### src/rtl/peg_l2_rs_rmii_rx_if.sv
// Packet-side output bus of the RMII receive reconciliation sublayer.
// The receiver drives it through the master modport; consumers use the slave modport.
interface peg_l2_rs_rmii_rx_if #(
    parameter int PKT_DATA_W = 8,
    parameter int PKT_SIZE_W = 16
);
    logic                  pkt_valid;
    logic                  pkt_sop;
    logic                  pkt_eop;
    logic [PKT_DATA_W-1:0] pkt_data;
    logic                  pkt_error;
    logic [PKT_SIZE_W-1:0] pkt_size;

    modport master (
        output pkt_valid, pkt_sop, pkt_eop, pkt_data, pkt_error, pkt_size
    );

    modport slave (
        input  pkt_valid, pkt_sop, pkt_eop, pkt_data, pkt_error, pkt_size
    );
endinterface

### src/rtl/peg_l2_rs_rmii_rx.sv
// RMII receive path: dibit sampling at 10/100 Mbps, preamble/SFD strip, byte assembly.
// Optional frame statistics counters are enabled by defining PEG_L2_RS_RMII_RX_STATS_EN.
module peg_l2_rs_rmii_rx #(
    parameter int PKT_DATA_W = 8,
    parameter int PKT_SIZE_W = 16
) (
    input  logic                     rmii_ref_clk,
    input  logic                     rst,
    input  logic                     config_rs_mii_speed_100_n_10,
    input  logic [1:0]               rmii_rxd,
    input  logic                     rmii_crs_dv,
    input  logic                     rmii_rx_er,
    peg_l2_rs_rmii_rx_if.master      pkt
`ifdef PEG_L2_RS_RMII_RX_STATS_EN
    ,
    output logic [31:0]              stat_good_frames,
    output logic [31:0]              stat_bad_frames
`endif
);

    typedef enum logic [1:0] {IDLE_S, PREAMBLE_S, DATA_S, DROP_S} state_t;

    localparam logic [PKT_SIZE_W-1:0] CNT_ONE = PKT_SIZE_W'(1);

    state_t                  state_q, state_d;
    logic                    crs_q;
    logic [3:0]              div_q, div_cur;
    logic                    rise_idle, stb;
    logic                    start, take, fin;
    logic [1:0]              idx_q;
    logic [PKT_DATA_W-1:0]   asm_q, asm_nxt, held_q;
    logic                    have_held_q, sop_pend_q, low_q, err_q;
    logic [PKT_SIZE_W-1:0]   cnt_q;
    logic                    byte_done, cnt_sat, emit, emit_eop, eop_err;

    // At 10 Mbps each dibit lasts 10 ref clocks; re-phasing on the carrier
    // edge puts the strobe near the middle of every dibit.
    assign rise_idle = (state_q == IDLE_S) && rmii_crs_dv && !crs_q;
    assign div_cur   = rise_idle ? 4'd0 : div_q;
    assign stb       = config_rs_mii_speed_100_n_10 ? 1'b1 : (div_cur == 4'd4);

    always_ff @(posedge rmii_ref_clk or posedge rst) begin
        if (rst) begin
            crs_q <= 1'b0;
            div_q <= 4'd0;
        end else begin
            crs_q <= rmii_crs_dv;
            div_q <= (div_cur == 4'd9) ? 4'd0 : div_cur + 4'd1;
        end
    end

    always_ff @(posedge rmii_ref_clk or posedge rst) begin
        if (rst) state_q <= IDLE_S;
        else     state_q <= state_d;
    end

    always_comb begin
        state_d = state_q;
        start   = 1'b0;
        take    = 1'b0;
        fin     = 1'b0;
        if (stb) begin
            case (state_q)
                IDLE_S: begin
                    if (rmii_crs_dv)
                        state_d = (rmii_rxd == 2'b01) ? PREAMBLE_S : DROP_S;
                end
                PREAMBLE_S: begin
                    if (!rmii_crs_dv)
                        state_d = IDLE_S;
                    else if (rmii_rxd == 2'b11) begin
                        state_d = DATA_S;
                        start   = 1'b1;
                    end else if (rmii_rxd != 2'b01)
                        state_d = DROP_S;
                end
                DATA_S: begin
                    // A lone low strobe is the mid-frame CRS_DV toggle; two in a row end the frame.
                    if (!rmii_crs_dv && low_q) begin
                        fin     = 1'b1;
                        state_d = IDLE_S;
                    end else
                        take = 1'b1;
                end
                DROP_S: begin
                    if (!rmii_crs_dv)
                        state_d = IDLE_S;
                end
                default: state_d = IDLE_S;
            endcase
        end
    end

    always_comb begin
        asm_nxt                      = asm_q;
        asm_nxt[{idx_q, 1'b0} +: 2]  = rmii_rxd;
    end

    assign byte_done = take && (idx_q == 2'd3);
    assign cnt_sat   = &cnt_q;
    assign emit      = have_held_q && (byte_done || fin);
    assign emit_eop  = have_held_q && fin;
    // The first low strobe of the end sequence always lands one filler dibit in
    // the assembler, so a clean frame ends with exactly one dibit pending.
    assign eop_err   = err_q || rmii_rx_er || (idx_q != 2'd1);

    always_ff @(posedge rmii_ref_clk or posedge rst) begin
        if (rst) begin
            idx_q       <= 2'd0;
            asm_q       <= '0;
            held_q      <= '0;
            have_held_q <= 1'b0;
            sop_pend_q  <= 1'b0;
            low_q       <= 1'b0;
            err_q       <= 1'b0;
            cnt_q       <= '0;
        end else if (start) begin
            idx_q       <= 2'd0;
            asm_q       <= '0;
            have_held_q <= 1'b0;
            sop_pend_q  <= 1'b1;
            low_q       <= 1'b0;
            err_q       <= 1'b0;
            cnt_q       <= '0;
        end else if (take) begin
            asm_q <= asm_nxt;
            idx_q <= idx_q + 2'd1;
            low_q <= !rmii_crs_dv;
            if (rmii_rx_er)
                err_q <= 1'b1;
            if (byte_done) begin
                held_q      <= asm_nxt;
                have_held_q <= 1'b1;
                if (cnt_sat) err_q <= 1'b1;
                else         cnt_q <= cnt_q + CNT_ONE;
            end
            if (emit)
                sop_pend_q <= 1'b0;
        end else if (fin) begin
            have_held_q <= 1'b0;
            sop_pend_q  <= 1'b0;
            low_q       <= 1'b0;
        end
    end

    always_ff @(posedge rmii_ref_clk or posedge rst) begin
        if (rst) begin
            pkt.pkt_valid <= 1'b0;
            pkt.pkt_sop   <= 1'b0;
            pkt.pkt_eop   <= 1'b0;
            pkt.pkt_error <= 1'b0;
            pkt.pkt_data  <= '0;
            pkt.pkt_size  <= '0;
        end else begin
            pkt.pkt_valid <= emit;
            pkt.pkt_sop   <= emit && sop_pend_q;
            pkt.pkt_eop   <= emit_eop;
            pkt.pkt_error <= emit_eop && eop_err;
            pkt.pkt_size  <= emit_eop ? cnt_q : '0;
            if (emit)
                pkt.pkt_data <= held_q;
        end
    end

`ifdef PEG_L2_RS_RMII_RX_STATS_EN
    always_ff @(posedge rmii_ref_clk or posedge rst) begin
        if (rst) begin
            stat_good_frames <= 32'd0;
            stat_bad_frames  <= 32'd0;
        end else if (emit_eop) begin
            if (eop_err) stat_bad_frames  <= stat_bad_frames + 32'd1;
            else         stat_good_frames <= stat_good_frames + 32'd1;
        end
    end
`else
    // Statistics counters are not built in this configuration.
`endif

endmodule

### src/flat_wrapper.sv
// flat-port wrapper written by rule: the top's interface ports become plain ports
module peg_l2_rs_rmii_rx_flat 
#(
    parameter int PKT_DATA_W = 8,
    parameter int PKT_SIZE_W = 16
)
  (rmii_ref_clk, rst, config_rs_mii_speed_100_n_10, rmii_rxd, rmii_crs_dv, rmii_rx_er, pkt_pkt_valid, pkt_pkt_sop, pkt_pkt_eop, pkt_pkt_data, pkt_pkt_error, pkt_pkt_size);
  peg_l2_rs_rmii_rx_if #(.PKT_DATA_W(PKT_DATA_W), .PKT_SIZE_W(PKT_SIZE_W)) pkt_i ();
  input  logic rmii_ref_clk;
  input  logic rst;
  input  logic config_rs_mii_speed_100_n_10;
  input  logic [1:0] rmii_rxd;
  input  logic rmii_crs_dv;
  input  logic rmii_rx_er;
  output wire logic [$bits(pkt_i.pkt_valid)-1:0] pkt_pkt_valid;
  output wire logic [$bits(pkt_i.pkt_sop)-1:0] pkt_pkt_sop;
  output wire logic [$bits(pkt_i.pkt_eop)-1:0] pkt_pkt_eop;
  output wire logic [$bits(pkt_i.pkt_data)-1:0] pkt_pkt_data;
  output wire logic [$bits(pkt_i.pkt_error)-1:0] pkt_pkt_error;
  output wire logic [$bits(pkt_i.pkt_size)-1:0] pkt_pkt_size;
  assign pkt_pkt_valid = pkt_i.pkt_valid;
  assign pkt_pkt_sop = pkt_i.pkt_sop;
  assign pkt_pkt_eop = pkt_i.pkt_eop;
  assign pkt_pkt_data = pkt_i.pkt_data;
  assign pkt_pkt_error = pkt_i.pkt_error;
  assign pkt_pkt_size = pkt_i.pkt_size;
  peg_l2_rs_rmii_rx #(.PKT_DATA_W(PKT_DATA_W), .PKT_SIZE_W(PKT_SIZE_W)) u_core (.rmii_ref_clk(rmii_ref_clk), .rst(rst), .config_rs_mii_speed_100_n_10(config_rs_mii_speed_100_n_10), .rmii_rxd(rmii_rxd), .rmii_crs_dv(rmii_crs_dv), .rmii_rx_er(rmii_rx_er), .pkt(pkt_i));
endmodule
### config.mk
export PLATFORM = sky130hd
export DESIGN_NAME = peg_l2_rs_rmii_rx_flat
export DESIGN_NICKNAME = d
export VERILOG_FILES = /design/src/rtl/peg_l2_rs_rmii_rx_if.sv /design/src/rtl/peg_l2_rs_rmii_rx.sv /design/src/flat_wrapper.sv
export SDC_FILE = /design/constraint.sdc
export NUM_CORES = 1
export LEC_CHECK = 0
export CORE_ASPECT_RATIO = 1.25
export CORE_UTILIZATION = 58
export CTS_BUF_LIST = sky130_fd_sc_hd__clkbuf_4
export DETAILED_ROUTE_END_ITERATION = 8
export GPL_TIMING_DRIVEN = 1
export PLACE_DENSITY = 0.82
export SKIP_CTS_REPAIR_TIMING = 1
export SYNTH_ARGS = -nofsm -noshare
export SYNTH_HDL_FRONTEND = slang
export SYNTH_SLANG_ARGS = --single-unit
### constraint.sdc
create_clock -name rmii_ref_clk -period 2.43 [get_ports rmii_ref_clk]
set_input_delay 0.486 -clock rmii_ref_clk [delete_from_list [all_inputs] [get_ports rmii_ref_clk]]
set_output_delay 0.486 -clock rmii_ref_clk [all_outputs]
set_load 0.03 [all_outputs]
Word level (Yosys, flattened, before mapping) --
Cells that the tools add are included.
Storage, ports and cells: flip-flop bits (word level) 73, output and inout port bits 28, word-level logic and storage cells 109, input port bits 7
Operators by class: eq/ne operators 17, bitwise operators 1, reductions and logical operators 23, add/sub/neg operators 4, muxes and demuxes 45, shifts and indexed selects 2
Operators by type and width (number):
- 16-bit two-way mux | 5
- 1-bit two-way mux | 25
- 2-bit two-way mux | 9
- 16-bit by 1-bit adder with 16-bit output (second input constant) | 1
- 8-bit two-way mux | 2
- 16-bit AND reduction | 1
- 8-bit bitwise mux | 1
- 2-bit equality test (second input constant) | 4
- 1-bit logical AND | 8
- 4-bit two-way mux | 2
- 2-bit by 1-bit inequality test with 1-bit output (second input constant) | 4
- 2-bit case mux with 4 select lines | 1
- 2-bit by 5-bit variable shift with 8-bit output (first input constant) | 1
- 2-bit by 5-bit indexed part select with 8-bit output | 1
- 3-bit by 2-bit inequality test with 1-bit output (second input constant) | 2
- 3-bit AND reduction | 2
- 3-bit negation with 5-bit output | 1
- 5-bit AND reduction | 1
- 4-bit by 1-bit adder with 4-bit output (second input constant) | 1
- 2-bit by 1-bit equality test with 1-bit output (second input constant) | 2
- 4-bit by 3-bit equality test with 1-bit output (second input constant) | 1
- 4-bit equality test (second input constant) | 1
- 2-bit inequality test (second input constant) | 2
- 4-bit by 2-bit inequality test with 1-bit output (second input constant) | 1
- 8 further kinds | 13

Logic depth before layout (Yosys ltp) --
Gate-level depths: netlist of the first run.
depth in word-level cells 13, gate-level depth with buffers 7, depth with buffers taken out 6

Worst setup path after synthesis of the first run --
No wires, ideal clock.
path kind register to register, start register u_core.div_q[0], end register u_core.pkt.pkt_data[0], cell stages (with the launch flop) 6, path buffers 1, setup time 0.125 ns, period minus slack after synthesis 1.911 ns, data required time 2.305 ns, slack 0.519 ns, data arrival time 1.786 ns, cell sequence dfrtp_1 nor4b_4 o21ai_2 a211oi_2 buf_4 mux2_2
On the way: cells in the longest elaborated chain, start to end 7, elaborated cells on any way between the ends 8, those cells by class eq/ne (1); mux (4); reduce/logical (3)
RTL lines:
- start, declared | RTL line peg_l2_rs_rmii_rx.sv:27 | logic [3:0] div_q, div_cur;
- start signal, assigned | RTL line peg_l2_rs_rmii_rx.sv:48 | div_q <= (div_cur == 4'd9) ? 4'd0 : div_cur + 4'd1;
- 4-bit two-way mux * | RTL line peg_l2_rs_rmii_rx.sv:39 | assign div_cur = rise_idle ? 4'd0 : div_q;
- 4-bit by 3-bit equality test with 1-bit output * | RTL line peg_l2_rs_rmii_rx.sv:40 | assign stb = config_rs_mii_speed_100_n_10 ? 1'b1 : (div_cur == 4'd4);
- 1-bit two-way mux * | RTL line peg_l2_rs_rmii_rx.sv:40
- 1-bit two-way mux | RTL line peg_l2_rs_rmii_rx.sv:62 | if (stb) begin
- 1-bit logical AND | RTL line peg_l2_rs_rmii_rx.sv:99 | assign byte_done = take && (idx_q == 2'd3);
- 1-bit logical OR * | RTL line peg_l2_rs_rmii_rx.sv:101 | assign emit = have_held_q && (byte_done || fin);
- 1-bit logical AND * | RTL line peg_l2_rs_rmii_rx.sv:101
- via u_core.emit | RTL line peg_l2_rs_rmii_rx.sv:34 | logic byte_done, cnt_sat, emit, emit_eop, eop_err;
- end signal, assigned | RTL line peg_l2_rs_rmii_rx.sv:161 | pkt.pkt_data <= held_q;
- end, declared | RTL line peg_l2_rs_rmii_rx_if.sv:15 | output pkt_valid, pkt_sop, pkt_eop, pkt_data, pkt_error, pkt_size
Mark *: on every way through the listed nets, which the timed path passes. The rest lies on a longest branch. A chain may end at the register's enable or synchronous reset.

Worst setup path in the final report of the first run --
start register u_core.div_q[0], end register u_core.cnt_q[13]
On the way: cells in the longest elaborated chain, start to end 7, elaborated cells on any way between the ends 11, those cells by class eq/ne (2); mux (5); reduce/logical (4)
RTL lines:
- 4-bit two-way mux * | RTL line peg_l2_rs_rmii_rx.sv:39
- 4-bit by 3-bit equality test with 1-bit output * | RTL line peg_l2_rs_rmii_rx.sv:40
- 1-bit two-way mux * | RTL line peg_l2_rs_rmii_rx.sv:40
- 1-bit two-way mux | RTL line peg_l2_rs_rmii_rx.sv:62
- 1-bit logical AND | RTL line peg_l2_rs_rmii_rx.sv:99
- 2-bit nonzero test (no source line)
- 3-bit AND reduction (no source line)
- end signal, assigned | RTL line peg_l2_rs_rmii_rx.sv:135 | else cnt_q <= cnt_q + CNT_ONE;
- end, declared | RTL line peg_l2_rs_rmii_rx.sv:33 | logic [PKT_SIZE_W-1:0] cnt_q;
Every way passes the cells marked *; elsewhere a longest branch is shown, timed or not.

==> results_tabular.tex, run 1 <==
\begin{tabular}{lr}
\hline
Metric & Value \\
\hline
\multicolumn{2}{l}{\textbf{Outcome}} \\
\quad Run status & complete, no violations \\
\multicolumn{2}{l}{\textbf{Synth}} \\
\quad Seq cells post-synth & 71 \\
\quad Proportion of synthesized flip-flops having asynchronous set or reset & 1.00 \\
\quad Main flop type after synthesis & sky130\_fd\_sc\_hd\_\_dfrtp\_1 \\
\quad Ranking of synthesized cells by area & sky130\_fd\_sc\_hd\_\_dfrtp\_1, sky130\_fd\_sc\_hd\_\_o21ai\_0, sky130\_fd\_sc\_hd\_\_and2\_1 \\
\quad Ranking of synthesized cells by instance count & sky130\_fd\_sc\_hd\_\_dfrtp\_1, sky130\_fd\_sc\_hd\_\_o21ai\_0, sky130\_fd\_sc\_hd\_\_nand2\_1 \\
\quad Leading area contributor after synthesis & sky130\_fd\_sc\_hd\_\_dfrtp\_1 \\
\quad Number of synthesized flops with an enable pin & 0 \\
\quad Number of nets produced by synthesis & 304 \\
\quad Post-synthesis cell count & 291 \\
\quad Area share of the leading cell type in the synthesized netlist & 0.544 \\
\quad Part of the Yosys area used for sequential elements & 0.544 \\
\quad Dominant cell by count in the synthesized netlist & sky130\_fd\_sc\_hd\_\_dfrtp\_1 \\
\quad Synthesis Warnings & 0 \\
\quad Mean instance size in the synthesized netlist & 11.2 µm² \\
\quad Count of cell types in the netlist & 53 \\
\quad Netlist Area Pre-Place & 3270 µm² \\
\multicolumn{2}{l}{\textbf{Layout}} \\
\quad Nets & 360 \\
\quad Number of inserted diodes & 0 \\
\quad Filler cell count in the final layout & 407 \\
\quad Ratio of cells with drive above 1 in the final layout & 0.162 \\
\quad Area of all sequential standard cells & 1780 µm² \\
\quad Area of the multi-input gates & 1410 µm² \\
\quad Post-Layout Cell Count & 416 \\
\quad Synthesis-to-finish area growth & 20.3\% \\
\multicolumn{2}{l}{\textbf{Floorplanning}} \\
\quad Area of the core region & 5440 µm² \\
\quad Die footprint & 5940 µm² \\
\quad Die height & 85.9 µm \\
\quad Starting Density & 0.600 \\
\quad X dimension of the die & 69.1 µm \\
\quad IO Count & 35 \\
\quad Site Rows & 30 \\
\multicolumn{2}{l}{\textbf{Route}} \\
\quad Drt pass-1 iters & 5 \\
\quad Via Count & 2466 \\
\quad Detail-routed via count per cell & 5.93 \\
\quad Remaining DRCs & 0 \\
\quad Post-DR wirelength/cell & 15.3 µm \\
\quad Routed wire length & 6.37 mm \\
\quad Final ANT Viol Nets & 0 \\
\quad Initial DRC count & 201 \\
\multicolumn{2}{l}{\textbf{Critical path}} \\
\quad Critical path peak fanout & 12 \\
\quad Required time of the critical path & 2.78 ns \\
\quad Beginning of the critical path & u\_core.div\_q[0] \\
\quad Category of the worst setup path launch point & register \\
\quad Data arrival time of the critical path & 2.34 ns \\
\quad CP endpoint kind & register \\
\quad Critical register-to-register path startpoint & u\_core.div\_q[0] \\
\quad Path type of the worst setup path & reg2reg \\
\multicolumn{2}{l}{\textbf{Power and ir drop}} \\
\quad Switching share of power & 0.369 \\
\quad Power share of the sequential group & 0.486 \\
\quad PD cells & 832 nW/µm² \\
\quad Leakage dissipation & 1.69 nW \\
\quad Worst voltage drop across the vdd grid & 488 µV \\
\quad Share of total power in combinational logic & 0.316 \\
\quad Share of total power in the clock network & 0.197 \\
\quad Cell internal power dissipation & 2.06 mW \\
\quad Power spent charging and discharging nets & 1.21 mW \\
\multicolumn{2}{l}{\textbf{Timing}} \\
\quad Setup\_tns & 0 ns \\
\quad Slew margin rel. & 0.528 \\
\quad Final Hold Vio Count & 0 \\
\quad Clock period minus worst slack & 1.99 ns \\
\quad Maximum frequency from static timing analysis & 0.502 GHz \\
\quad Final number of max-transition violations & 0 \\
\quad RSZ-0062 raised after global routing & no \\
\quad Tcrit/Tclk final & 0.820 \\
\quad Clock Skew & 0.00731 ns \\
\quad Setup-violating endpoint count in the final report & 0 \\
\quad Transition at the pin with the smallest max-transition slack & 0.705 ns \\
\multicolumn{2}{l}{\textbf{CTS}} \\
\quad CTS tree & done \\
\quad Cts bufs inserted & 9 \\
\quad Clock root buffer & sky130\_fd\_sc\_hd\_\_clkbuf\_4 \\
\quad Clock sink count & 71 \\
\quad Clock transition at the registers of the reported paths & 0.12 ns \\
\quad CTS Buffer Depth & 2 \\
\quad Number of levels in the clock H-tree & 3 \\
\quad Worst skew pair latency & 0.42 ns \\
\multicolumn{2}{l}{\textbf{Global route}} \\
\quad Antenna violations before repair & 0 \\
\quad Vias in the first global route & 2345 \\
\quad Total track usage & 0.233 \\
\quad Maximum number of pins on one net before global-route repair & 27 \\
\quad GR Overflow Total & 0 \\
\quad Global-route wire length before repair & 10.7 mm \\
\multicolumn{2}{l}{\textbf{Placed design}} \\
\quad Placed Instances & 400 \\
\quad Final weighted congestion in routability-driven placement & 0.871 \\
\quad Detailed Place HPWL & 4.65 mm \\
\quad Number of input and output port buffers inserted & 34 \\
\multicolumn{2}{l}{\textbf{Min path}} \\
\quad Path class of the lowest-slack min-delay path & in2async \\
\multicolumn{2}{l}{\textbf{Flow run}} \\
\quad Max-Cap Viols & 0 \\
\hline
\end{tabular}
-- critical path, cell delays in order (launching register included) --
cell                        delay [ns]
sky130_fd_sc_hd__dfrtp_1          0.48
sky130_fd_sc_hd__nor4b_4          0.36
sky130_fd_sc_hd__o2111ai_2        0.31
sky130_fd_sc_hd__buf_4            0.29
sky130_fd_sc_hd__nor4_2           0.28
sky130_fd_sc_hd__mux2i_1          0.21
-- layer usage --
layer | GRT usage | up-vias | wire length (µm) | part of all wire
met5 | 0 | - | 0 | 0
met4 | 0.128 | 0 | 128 | 0.020
met3 | 0.0376 | 13 | 254 | 0.040
met2 | 0.406 | 66 | 3250 | 0.51
met1 | 0.275 | 1196 | 2740 | 0.43
li1 | - | 1191 | - | -
-- final timing paths --
kind,endpoint,slack (ns),cells after the start
min in group rmii_ref_clk,u_core.held_q[5],0.49,2
worst max register to register,u_core.cnt_q[13],0.44,5
worst min-delay path,u_core.pkt.pkt_valid,0.40,2
max in group asynchronous,u_core.pkt.pkt_data[4],1.46,3
worst max-delay path,u_core.cnt_q[13],0.44,5
worst min register to register,u_core.held_q[5],0.49,2
-- cells by family (layout without fill, tap and decap cells) --
family,count (synthesis),count (layout),share of synthesized area
simple gates,100,100,0.189
compound gates,76,76,0.160
flops,71,71,0.544
buf+inv,20,81,0.0257
mux,17,17,0.0556
fa+ha+maj,6,6,0.0230
xor+xnor,1,1,0.00268
-- state kept, by name (all words and copies together) (netlist names) --
| name | flops |
|---|---|
| u_core.pkt.pkt_eop | 1 |
| u_core.pkt.pkt_size | 16 |
| u_core.pkt.pkt_valid | 1 |
| u_core.sop_pend_q | 1 |
| u_core.held_q | 8 |
| u_core.div_q | 4 |
| u_core.pkt.pkt_data | 8 |
| u_core.idx_q | 2 |
| u_core.asm_q | 6 |
| u_core.pkt.pkt_sop | 1 |
| u_core.err_q | 1 |
| u_core.have_held_q | 1 |
| u_core.pkt.pkt_error | 1 |
| u_core.low_q | 1 |
| u_core.cnt_q | 16 |
| u_core.state_q | 2 |
| u_core.crs_q | 1 |
-- final cells by class --
cell class / count / area share
clock inverter: 7 / 0.0124
tap: 64 / 0.0204
inverter: 9 / 0.00860
timing repair buffer: 56 / 0.132
sequential: 71 / 0.452
multi-input combinational: 200 / 0.358
clock buffer: 9 / 0.0172
-- cells in the final DEF (no fill, tap or decap), drive strengths merged, types with 8 or more instances in the layout --
| cell type | count |
|---|---|
| inv | 10 |
| clkdlybuf4s50 | 34 |
| nor2 | 9 |
| buf | 22 |
| mux2i | 8 |
| clkbuf | 9 |
| nand2 | 18 |
| and2 | 17 |
| o21ai | 23 |
| mux2 | 9 |
| nor2b | 14 |
| a21oi | 10 |
| dfrtp | 71 |
| o2bb2ai | 8 |
-- through the flow --
step | setup slack (ns) | util | hold WS (ns) | total power [mW] | instance area [µm²]
2_1_floorplan | 0.147 | - | 0.444 | 2.30 | 3270
3_3_place_gp | 0.152 | 0.701 | 0.463 | 2.59 | 3810
3_5_place_dp | 0.109 | 0.701 | 0.467 | 2.64 | 3810
4_1_cts | 0.404 | 0.722 | 0.408 | 3.29 | 3930
5_1_grt | 0.248 | 0.722 | 0.444 | 3.49 | 3930
6_report | 0.437 | 0.722 | 0.402 | 3.27 | 3930
-- power groups by stage --
stage	clock network [mW]	registers, mW	logic, mW
floorplan	0	1.62	0.680
global placement	0	1.60	0.991
detailed placement	0	1.61	1.03
CTS	0.659	1.59	1.04
global route	0.703	1.63	1.15
finish	0.645	1.59	1.03
(Power assumes the default switching activity.)
==> inputs of run 2 (changes only) <==
Clock period 2.43 ns to 2.09 ns, I/O delays scaled along.
==> results_tabular.tex, run 2 (synthesis gave the netlist of run 1 again) <==
\begin{tabular}{lr}
\hline
Metric & Value \\
\hline
\multicolumn{2}{l}{\textbf{Global route}} \\
\quad Antenna violations before repair & 0 (unchanged) \\
\quad GR Overflow Total & 0 (unchanged) \\
\quad Vias in the first global route & 2346 (was 2345) \\
\quad Maximum number of pins on one net before global-route repair & 72 (was 27) \\
\quad Total track usage & 0.243 (was 0.233) \\
\quad Global-route wire length before repair & 11.1 mm (was 10.7 mm) \\
\multicolumn{2}{l}{\textbf{Outcome}} \\
\quad Run status & complete, no violations (unchanged) \\
\multicolumn{2}{l}{\textbf{Timing}} \\
\quad Slew margin rel. & 0.652 (was 0.528) \\
\quad Clock period minus worst slack & 1.98 ns (was 1.99 ns) \\
\quad RSZ-0062 raised after global routing & no (unchanged) \\
\quad Worst setup margin & 0.112 ns (was 0.437 ns) \\
\quad Maximum frequency from static timing analysis & 0.506 GHz (was 0.502 GHz) \\
\quad Setup-violating endpoint count in the final report & 0 (unchanged) \\
\quad Tcrit/Tclk final & 0.947 (was 0.820) \\
\quad Final Hold Vio Count & 0 (unchanged) \\
\quad Final number of max-transition violations & 0 (unchanged) \\
\quad Clock Skew & 0.0134 ns (was 0.00731 ns) \\
\quad Worst hold slack after final layout & 0.408 ns (was 0.402 ns) \\
\quad Setup\_tns & 0 ns (unchanged) \\
\quad Transition at the pin with the smallest max-transition slack & 0.514 ns (was 0.705 ns) \\
\multicolumn{2}{l}{\textbf{Layout}} \\
\quad Biggest regs & u\_core.cnt\_q x16, u\_core.pkt.pkt\_size x16 (unchanged) \\
\quad Post-route design area & 3980 µm² (was 3930 µm²) \\
\quad Nets & 360 (unchanged) \\
\quad Leading cell type in the layout, fill and taps excluded & sky130\_fd\_sc\_hd\_\_dfrtp\_1 (unchanged) \\
\quad Ratio of cells with drive above 1 in the final layout & 0.162 (unchanged) \\
\quad Number of inserted diodes & 0 (unchanged) \\
\quad Synthesis-to-finish area growth & 21.8\% (was 20.3\%) \\
\quad Most frequent cells in the layout & sky130\_fd\_sc\_hd\_\_dfrtp\_1, sky130\_fd\_sc\_hd\_\_clkdlybuf4s50\_1, sky130\_fd\_sc\_hd\_\_o21ai\_0, sky130\_fd\_sc\_hd\_\_buf\_4, sky130\_fd\_sc\_hd\_\_nand2\_1 (unchanged) \\
\multicolumn{2}{l}{\textbf{Route}} \\
\quad Remaining DRCs & 0 (unchanged) \\
\quad Via Count & 2472 (was 2466) \\
\quad Final ANT Viol Nets & 0 (unchanged) \\
\quad Met2 WL & 3.25 mm (about the same) \\
\quad Routed wire length on met3 & 258 µm (was 254 µm) \\
\quad Met1 Routed Length & 2.82 mm (was 2.74 mm) \\
\quad Routed wire length & 6.47 mm (was 6.37 mm) \\
\quad Detail-routed via count per cell & 5.94 (was 5.93) \\
\quad Drt pass-1 iters & 4 (was 5) \\
\quad Initial DRC count & 266 (was 201) \\
\quad Highest metal used & met4 (unchanged) \\
\quad Post-DR wirelength/cell & 15.6 µm (was 15.3 µm) \\
\multicolumn{2}{l}{\textbf{Floorplanning}} \\
\quad Starting Density & 0.600 (unchanged) \\
\quad Die height & 85.9 µm (unchanged) \\
\quad X dimension of the die & 69.1 µm (unchanged) \\
\quad IO Count & 35 (unchanged) \\
\quad Area of the core region & 5440 µm² (unchanged) \\
\quad Die footprint & 5940 µm² (unchanged) \\
\quad Site Rows & 30 (unchanged) \\
\multicolumn{2}{l}{\textbf{Power and ir drop}} \\
\quad Leakage dissipation & 1.71 nW (was 1.69 nW) \\
\quad PD cells & 1000 nW/µm² (was 832 nW/µm²) \\
\quad Worst voltage drop across the vdd grid & 888 µV (was 488 µV) \\
\multicolumn{2}{l}{\textbf{Critical path}} \\
\quad Required time of the critical path & 2.46 ns (was 2.78 ns) \\
\quad Cell class contributing the biggest share of worst-path delay & simple AND/OR/NAND/NOR gates (unchanged) \\
\quad Delay of the slowest critical-path stage & 0.51 ns (was 0.48 ns) \\
\quad Data arrival time of the critical path & 2.35 ns (was 2.34 ns) \\
\quad Number of buffer and inverter stages on the critical path & 1 (unchanged) \\
\quad Category of the worst setup path launch point & register (unchanged) \\
\quad Critical path peak fanout & 17 (was 12) \\
\quad Path type of the worst setup path & reg2reg (unchanged) \\
\quad Cell at the slowest stage of the critical path & sky130\_fd\_sc\_hd\_\_or4\_1 (was sky130\_fd\_sc\_hd\_\_dfrtp\_1) \\
\quad Crit path cell chain & nor4b\_4, o2111ai\_2, buf\_12, or4\_1, a21oi\_1 (was nor4b\_4, o2111ai\_2, buf\_4, nor4\_2, mux2i\_1) \\
\quad CP endpoint kind & register (unchanged) \\
\multicolumn{2}{l}{\textbf{Placed design}} \\
\quad Final weighted congestion in routability-driven placement & 0.909 (was 0.871) \\
\quad Area post-placement & 3830 µm² (was 3810 µm²) \\
\quad Detailed Place HPWL & 4.60 mm (was 4.65 mm) \\
\quad Worst slack after detailed placement & -0.190 ns (was 0.109 ns) \\
\quad Number of input and output port buffers inserted & 34 (unchanged) \\
\multicolumn{2}{l}{\textbf{CTS}} \\
\quad Clock transition at the registers of the reported paths & 0.13 ns (was 0.12 ns) \\
\quad Clock root buffer & sky130\_fd\_sc\_hd\_\_clkbuf\_4 (unchanged) \\
\quad Worst skew pair latency & 0.44 ns (was 0.42 ns) \\
\quad Clock sink count & 71 (unchanged) \\
\quad Cts bufs inserted & 9 (unchanged) \\
\quad CTS tree & done (unchanged) \\
\quad Number of levels in the clock H-tree & 3 (unchanged) \\
\quad CTS Buffer Depth & 2 (unchanged) \\
\multicolumn{2}{l}{\textbf{Min path}} \\
\quad Path class of the lowest-slack min-delay path & in2async (unchanged) \\
\multicolumn{2}{l}{\textbf{Flow run}} \\
\quad Max-Cap Viols & 0 (unchanged) \\
\hline
\end{tabular}
-- run 2: final timing paths --
kind	startpoint	endpoint	slack, ns	cells past startpoint
min in group rmii_ref_clk	u_core.held_q[4]	u_core.held_q[4]	0.50	2
max in group asynchronous	rst	u_core.cnt_q[7]	1.38	3
setup / recovery	u_core.div_q[0]	u_core.cnt_q[11]	0.11	5
hold / removal	rst	u_core.pkt.pkt_data[1]	0.41	3
setup reg to reg	u_core.div_q[0]	u_core.cnt_q[11]	0.11	5
hold reg to reg	u_core.held_q[4]	u_core.held_q[4]	0.50	2
-- run 2: worst min-delay path, stage by stage --
cell                              delay [ns]
sky130_fd_sc_hd__clkdlybuf4s50_1        0.44
sky130_fd_sc_hd__clkinvlp_4             0.10
sky130_fd_sc_hd__buf_12                 0.32
-- run 2: power breakdown --
group / total [mW] / internal, mW / switching (mW)
clock: 0.920 / 0.377 / 0.543
sequential: 1.85 / 1.62 / 0.225
combinational: 1.22 / 0.543 / 0.679
total: 3.99 / 2.54 / 1.45
-- run 2: layout make-up --
| class | count | area (µm²) |
|---|---|---|
| Clock buffer | 9 | 67.6 |
| Clock inverter | 7 | 81.3 |
| Fill cell | 393 | 1460 |
| Inverter | 9 | 37.5 |
| Multi-Input combinational cell | 200 | 1410 |
| Sequential cell | 71 | 1780 |
| Tap cell | 64 | 80.1 |
| Timing Repair Buffer | 56 | 531 |
-- run 2: layer usage --
layer | global-route usage | vias up
met4 | 0.134 | 0
met2 | 0.392 | 49
met1 | 0.308 | 1219
met5 | 0 | -
li1 | - | 1191
met3 | 0.0482 | 13
-- run 2: stage by stage --
stage | util | cells | power (mW)
2_1_floorplan | - | 291 | 2.67
3_3_place_gp | 0.704 | 400 | 3.03
3_5_place_dp | 0.704 | 400 | 3.10
4_1_cts | 0.731 | 416 | 4.02
5_1_grt | 0.731 | 416 | 4.25
6_report | 0.731 | 416 | 3.99
==> inputs of run 3 (changes only) <==
Settings changed: CORE_UTILIZATION 58 to 63, PLACE_DENSITY 0.82 to 0.88.
Clock period 2.09 ns to 2.6 ns, I/O delays scaled along.
==> results_tabular.tex, run 3 (synthesis gave the netlist of run 1 again) <==
\begin{tabular}{lr}
\hline
Metric & Value \\
\hline
\multicolumn{2}{l}{\textbf{Route}} \\
\quad Routed wire length & 6.84 mm (was 6.47 mm) \\
\quad Detail-routed via count per cell & 6.20 (was 5.94) \\
\quad Post-DR wirelength/cell & 16.9 µm (was 15.6 µm) \\
\quad Initial DRC count & 187 (was 266) \\
\quad Via Count & 2510 (was 2472) \\
\quad Drt pass-1 iters & 4 (unchanged) \\
\quad Remaining DRCs & 0 (unchanged) \\
\quad Final ANT Viol Nets & 0 (unchanged) \\
\multicolumn{2}{l}{\textbf{Critical path}} \\
\quad Number of buffer and inverter stages on the critical path & 1 (unchanged) \\
\quad Data arrival time of the critical path & 2.60 ns (was 2.35 ns) \\
\quad Cell class contributing the biggest share of worst-path delay & simple AND/OR/NAND/NOR gates (unchanged) \\
\quad Required time of the critical path & 2.96 ns (was 2.46 ns) \\
\quad Cell at the slowest stage of the critical path & sky130\_fd\_sc\_hd\_\_nor4b\_4 (was sky130\_fd\_sc\_hd\_\_or4\_1) \\
\quad Beginning of the critical path & u\_core.div\_q[0] (unchanged) \\
\quad Crit path cell chain & nor4b\_4, o2111ai\_2, buf\_4, nor4b\_2, mux2i\_1 (was nor4b\_4, o2111ai\_2, buf\_12, or4\_1, a21oi\_1) \\
\quad CP endpoint kind & register (unchanged) \\
\quad Critical register-to-register path startpoint & u\_core.div\_q[0] (unchanged) \\
\quad Depth of the most critical reg-to-reg path & 5 (unchanged) \\
\quad Category of the worst setup path launch point & register (unchanged) \\
\quad Delay of the slowest critical-path stage & 0.50 ns (was 0.51 ns) \\
\quad Path type of the worst setup path & reg2reg (unchanged) \\
\quad Critical path peak fanout & 13 (was 17) \\
\quad Number of stages on the worst setup path & 5 (unchanged) \\
\quad Register-to-Register Setup Slack & 0.36 ns (was 0.11 ns) \\
\multicolumn{2}{l}{\textbf{Layout}} \\
\quad Nets & 353 (was 360) \\
\quad Layout Utilization & 0.802 (was 0.731) \\
\quad Area of the multi-input gates & 1410 µm² (unchanged) \\
\quad Area of all sequential standard cells & 1780 µm² (unchanged) \\
\quad Biggest regs & u\_core.cnt\_q x16, u\_core.pkt.pkt\_size x16 (unchanged) \\
\quad Ratio of cells with drive above 1 in the final layout & 0.145 (was 0.162) \\
\quad Leading cell type in the layout, fill and taps excluded & sky130\_fd\_sc\_hd\_\_dfrtp\_1 (unchanged) \\
\quad Number of inserted diodes & 0 (unchanged) \\
\quad Filler cell count in the final layout & 313 (was 393) \\
\quad Most frequent cells in the layout & sky130\_fd\_sc\_hd\_\_dfrtp\_1, sky130\_fd\_sc\_hd\_\_clkdlybuf4s50\_1, sky130\_fd\_sc\_hd\_\_o21ai\_0, sky130\_fd\_sc\_hd\_\_nand2\_1, sky130\_fd\_sc\_hd\_\_and2\_1 (was sky130\_fd\_sc\_hd\_\_dfrtp\_1, sky130\_fd\_sc\_hd\_\_clkdlybuf4s50\_1, sky130\_fd\_sc\_hd\_\_o21ai\_0, sky130\_fd\_sc\_hd\_\_buf\_4, sky130\_fd\_sc\_hd\_\_nand2\_1) \\
\quad Synthesis-to-finish area growth & 19.5\% (was 21.8\%) \\
\multicolumn{2}{l}{\textbf{Power and ir drop}} \\
\quad Switching share of power & 0.365 (was 0.363) \\
\quad Worst voltage drop across the vdd grid & 694 µV (was 888 µV) \\
\quad Share of total power in the clock network & 0.231 (about the same) \\
\quad PD cells & 805 nW/µm² (was 1000 nW/µm²) \\
\quad Power share of the sequential group & 0.474 (was 0.463) \\
\quad Power spent charging and discharging nets & 1.15 mW (was 1.45 mW) \\
\quad Leakage dissipation & 1.68 nW (was 1.71 nW) \\
\quad Share of total power in combinational logic & 0.294 (was 0.306) \\
\quad Cell internal power dissipation & 2.00 mW (was 2.54 mW) \\
\multicolumn{2}{l}{\textbf{CTS}} \\
\quad Clock root buffer & sky130\_fd\_sc\_hd\_\_clkbuf\_4 (unchanged) \\
\quad CTS tree & done (unchanged) \\
\quad Worst skew pair latency & 0.44 ns (about the same) \\
\quad CTS Buffer Depth & 2 (unchanged) \\
\quad Clock transition at the registers of the reported paths & 0.14 ns (was 0.13 ns) \\
\quad Clock sink count & 71 (unchanged) \\
\quad Cts bufs inserted & 9 (unchanged) \\
\quad Number of levels in the clock H-tree & 3 (unchanged) \\
\multicolumn{2}{l}{\textbf{Timing}} \\
\quad Final Hold Vio Count & 0 (unchanged) \\
\quad Worst hold slack after final layout & 0.418 ns (was 0.408 ns) \\
\quad Final number of max-transition violations & 0 (unchanged) \\
\quad RSZ-0062 raised after global routing & no (unchanged) \\
\quad Clock Skew & 0.0209 ns (was 0.0134 ns) \\
\quad Transition at the pin with the smallest max-transition slack & 0.710 ns (was 0.514 ns) \\
\quad Setup\_tns & 0 ns (unchanged) \\
\quad Slew margin rel. & 0.525 (was 0.652) \\
\quad Maximum frequency from static timing analysis & 0.446 GHz (was 0.506 GHz) \\
\quad Clock period minus worst slack & 2.24 ns (was 1.98 ns) \\
\quad Setup-violating endpoint count in the final report & 0 (unchanged) \\
\quad Tcrit/Tclk final & 0.863 (was 0.947) \\
\multicolumn{2}{l}{\textbf{Global route}} \\
\quad GR Overflow Total & 0 (unchanged) \\
\quad Total track usage & 0.292 (was 0.243) \\
\quad Global-route wire length before repair & 11.3 mm (was 11.1 mm) \\
\quad Vias in the first global route & 2363 (was 2346) \\
\quad Antenna violations before repair & 0 (unchanged) \\
\quad Maximum number of pins on one net before global-route repair & 27 (was 72) \\
\multicolumn{2}{l}{\textbf{Placed design}} \\
\quad Detailed Place HPWL & 4.75 mm (was 4.60 mm) \\
\quad Final weighted congestion in routability-driven placement & 0.853 (was 0.909) \\
\quad Number of input and output port buffers inserted & 34 (unchanged) \\
\multicolumn{2}{l}{\textbf{Flow run}} \\
\quad Max-Cap Viols & 0 (unchanged) \\
\multicolumn{2}{l}{\textbf{Outcome}} \\
\quad Run status & complete, no violations (unchanged) \\
\multicolumn{2}{l}{\textbf{Floorplanning}} \\
\quad X dimension of the die & 66.4 µm (was 69.1 µm) \\
\quad Starting Density & 0.671 (was 0.600) \\
\quad Area of the core region & 4870 µm² (was 5440 µm²) \\
\quad Site Rows & 28 (was 30) \\
\quad Die height & 82.5 µm (was 85.9 µm) \\
\quad Die footprint & 5480 µm² (was 5940 µm²) \\
\quad IO Count & 35 (unchanged) \\
\multicolumn{2}{l}{\textbf{Min path}} \\
\quad Path class of the lowest-slack min-delay path & in2async (unchanged) \\
\hline
\end{tabular}
==> run 3: per-layer routing <==
| layer | wire length, µm | global-route usage | vias to the layer above |
|---|---|---|---|
| met5 | 0 | 0 | - |
| met3 | 322 | 0.0687 | 17 |
| met2 | 3420 | 0.473 | 94 |
| li1 | - | - | 1178 |
| met1 | 2950 | 0.371 | 1221 |
| met4 | 144 | 0.140 | 0 |
==> run 3: power groups by stage <==
stage | combinational, mW | clock (mW) | sequential [mW]
after global placement | 0.877 | 0 | 1.50
final | 0.925 | 0.727 | 1.49
after global routing | 1.03 | 0.786 | 1.52
after detailed placement | 0.916 | 0 | 1.51
after floorplan | 0.636 | 0 | 1.51
after CTS | 0.922 | 0.734 | 1.49
==> run 3: layout make-up <==
class                           instances  area share
Clock buffer                            9      0.0173
Clock inverter                          7      0.0205
Inverter                                9     0.00865
Multi-Input combinational cell        200       0.360
Sequential cell                        71       0.455
Tap cell                               60      0.0192
Timing Repair Buffer                   49       0.119
==> run 3: path summary, 6_finish.rpt <==
kind / to
worst max-delay path: u_core.cnt_q[3]
worst min-delay path: u_core.pkt.pkt_data[1]
worst max register to register: u_core.cnt_q[3]
worst min register to register: u_core.asm_q[4]
max in group asynchronous: u_core.pkt.pkt_size[7]
min in group rmii_ref_clk: u_core.asm_q[4]
==> run 3: through the flow <==
stage	total power [mW]	std cells	cell area [µm²]	worst slack [ns]
global placement	2.37	389	3760	0.250
finish	3.14	405	3900	0.357
detailed placement	2.43	389	3760	0.190
floorplan	2.15	291	3270	0.283
global route	3.33	405	3900	0.212
CTS	3.14	405	3900	0.372
==> run 3: worst register-to-register path, stage by stage, from the launching register on <==
cell and delay, ns:
sky130_fd_sc_hd__dfrtp_1 0.46, sky130_fd_sc_hd__nor4b_4 0.50, sky130_fd_sc_hd__o2111ai_2 0.37, sky130_fd_sc_hd__buf_4 0.32
sky130_fd_sc_hd__nor4b_2 0.31, sky130_fd_sc_hd__mux2i_1 0.22
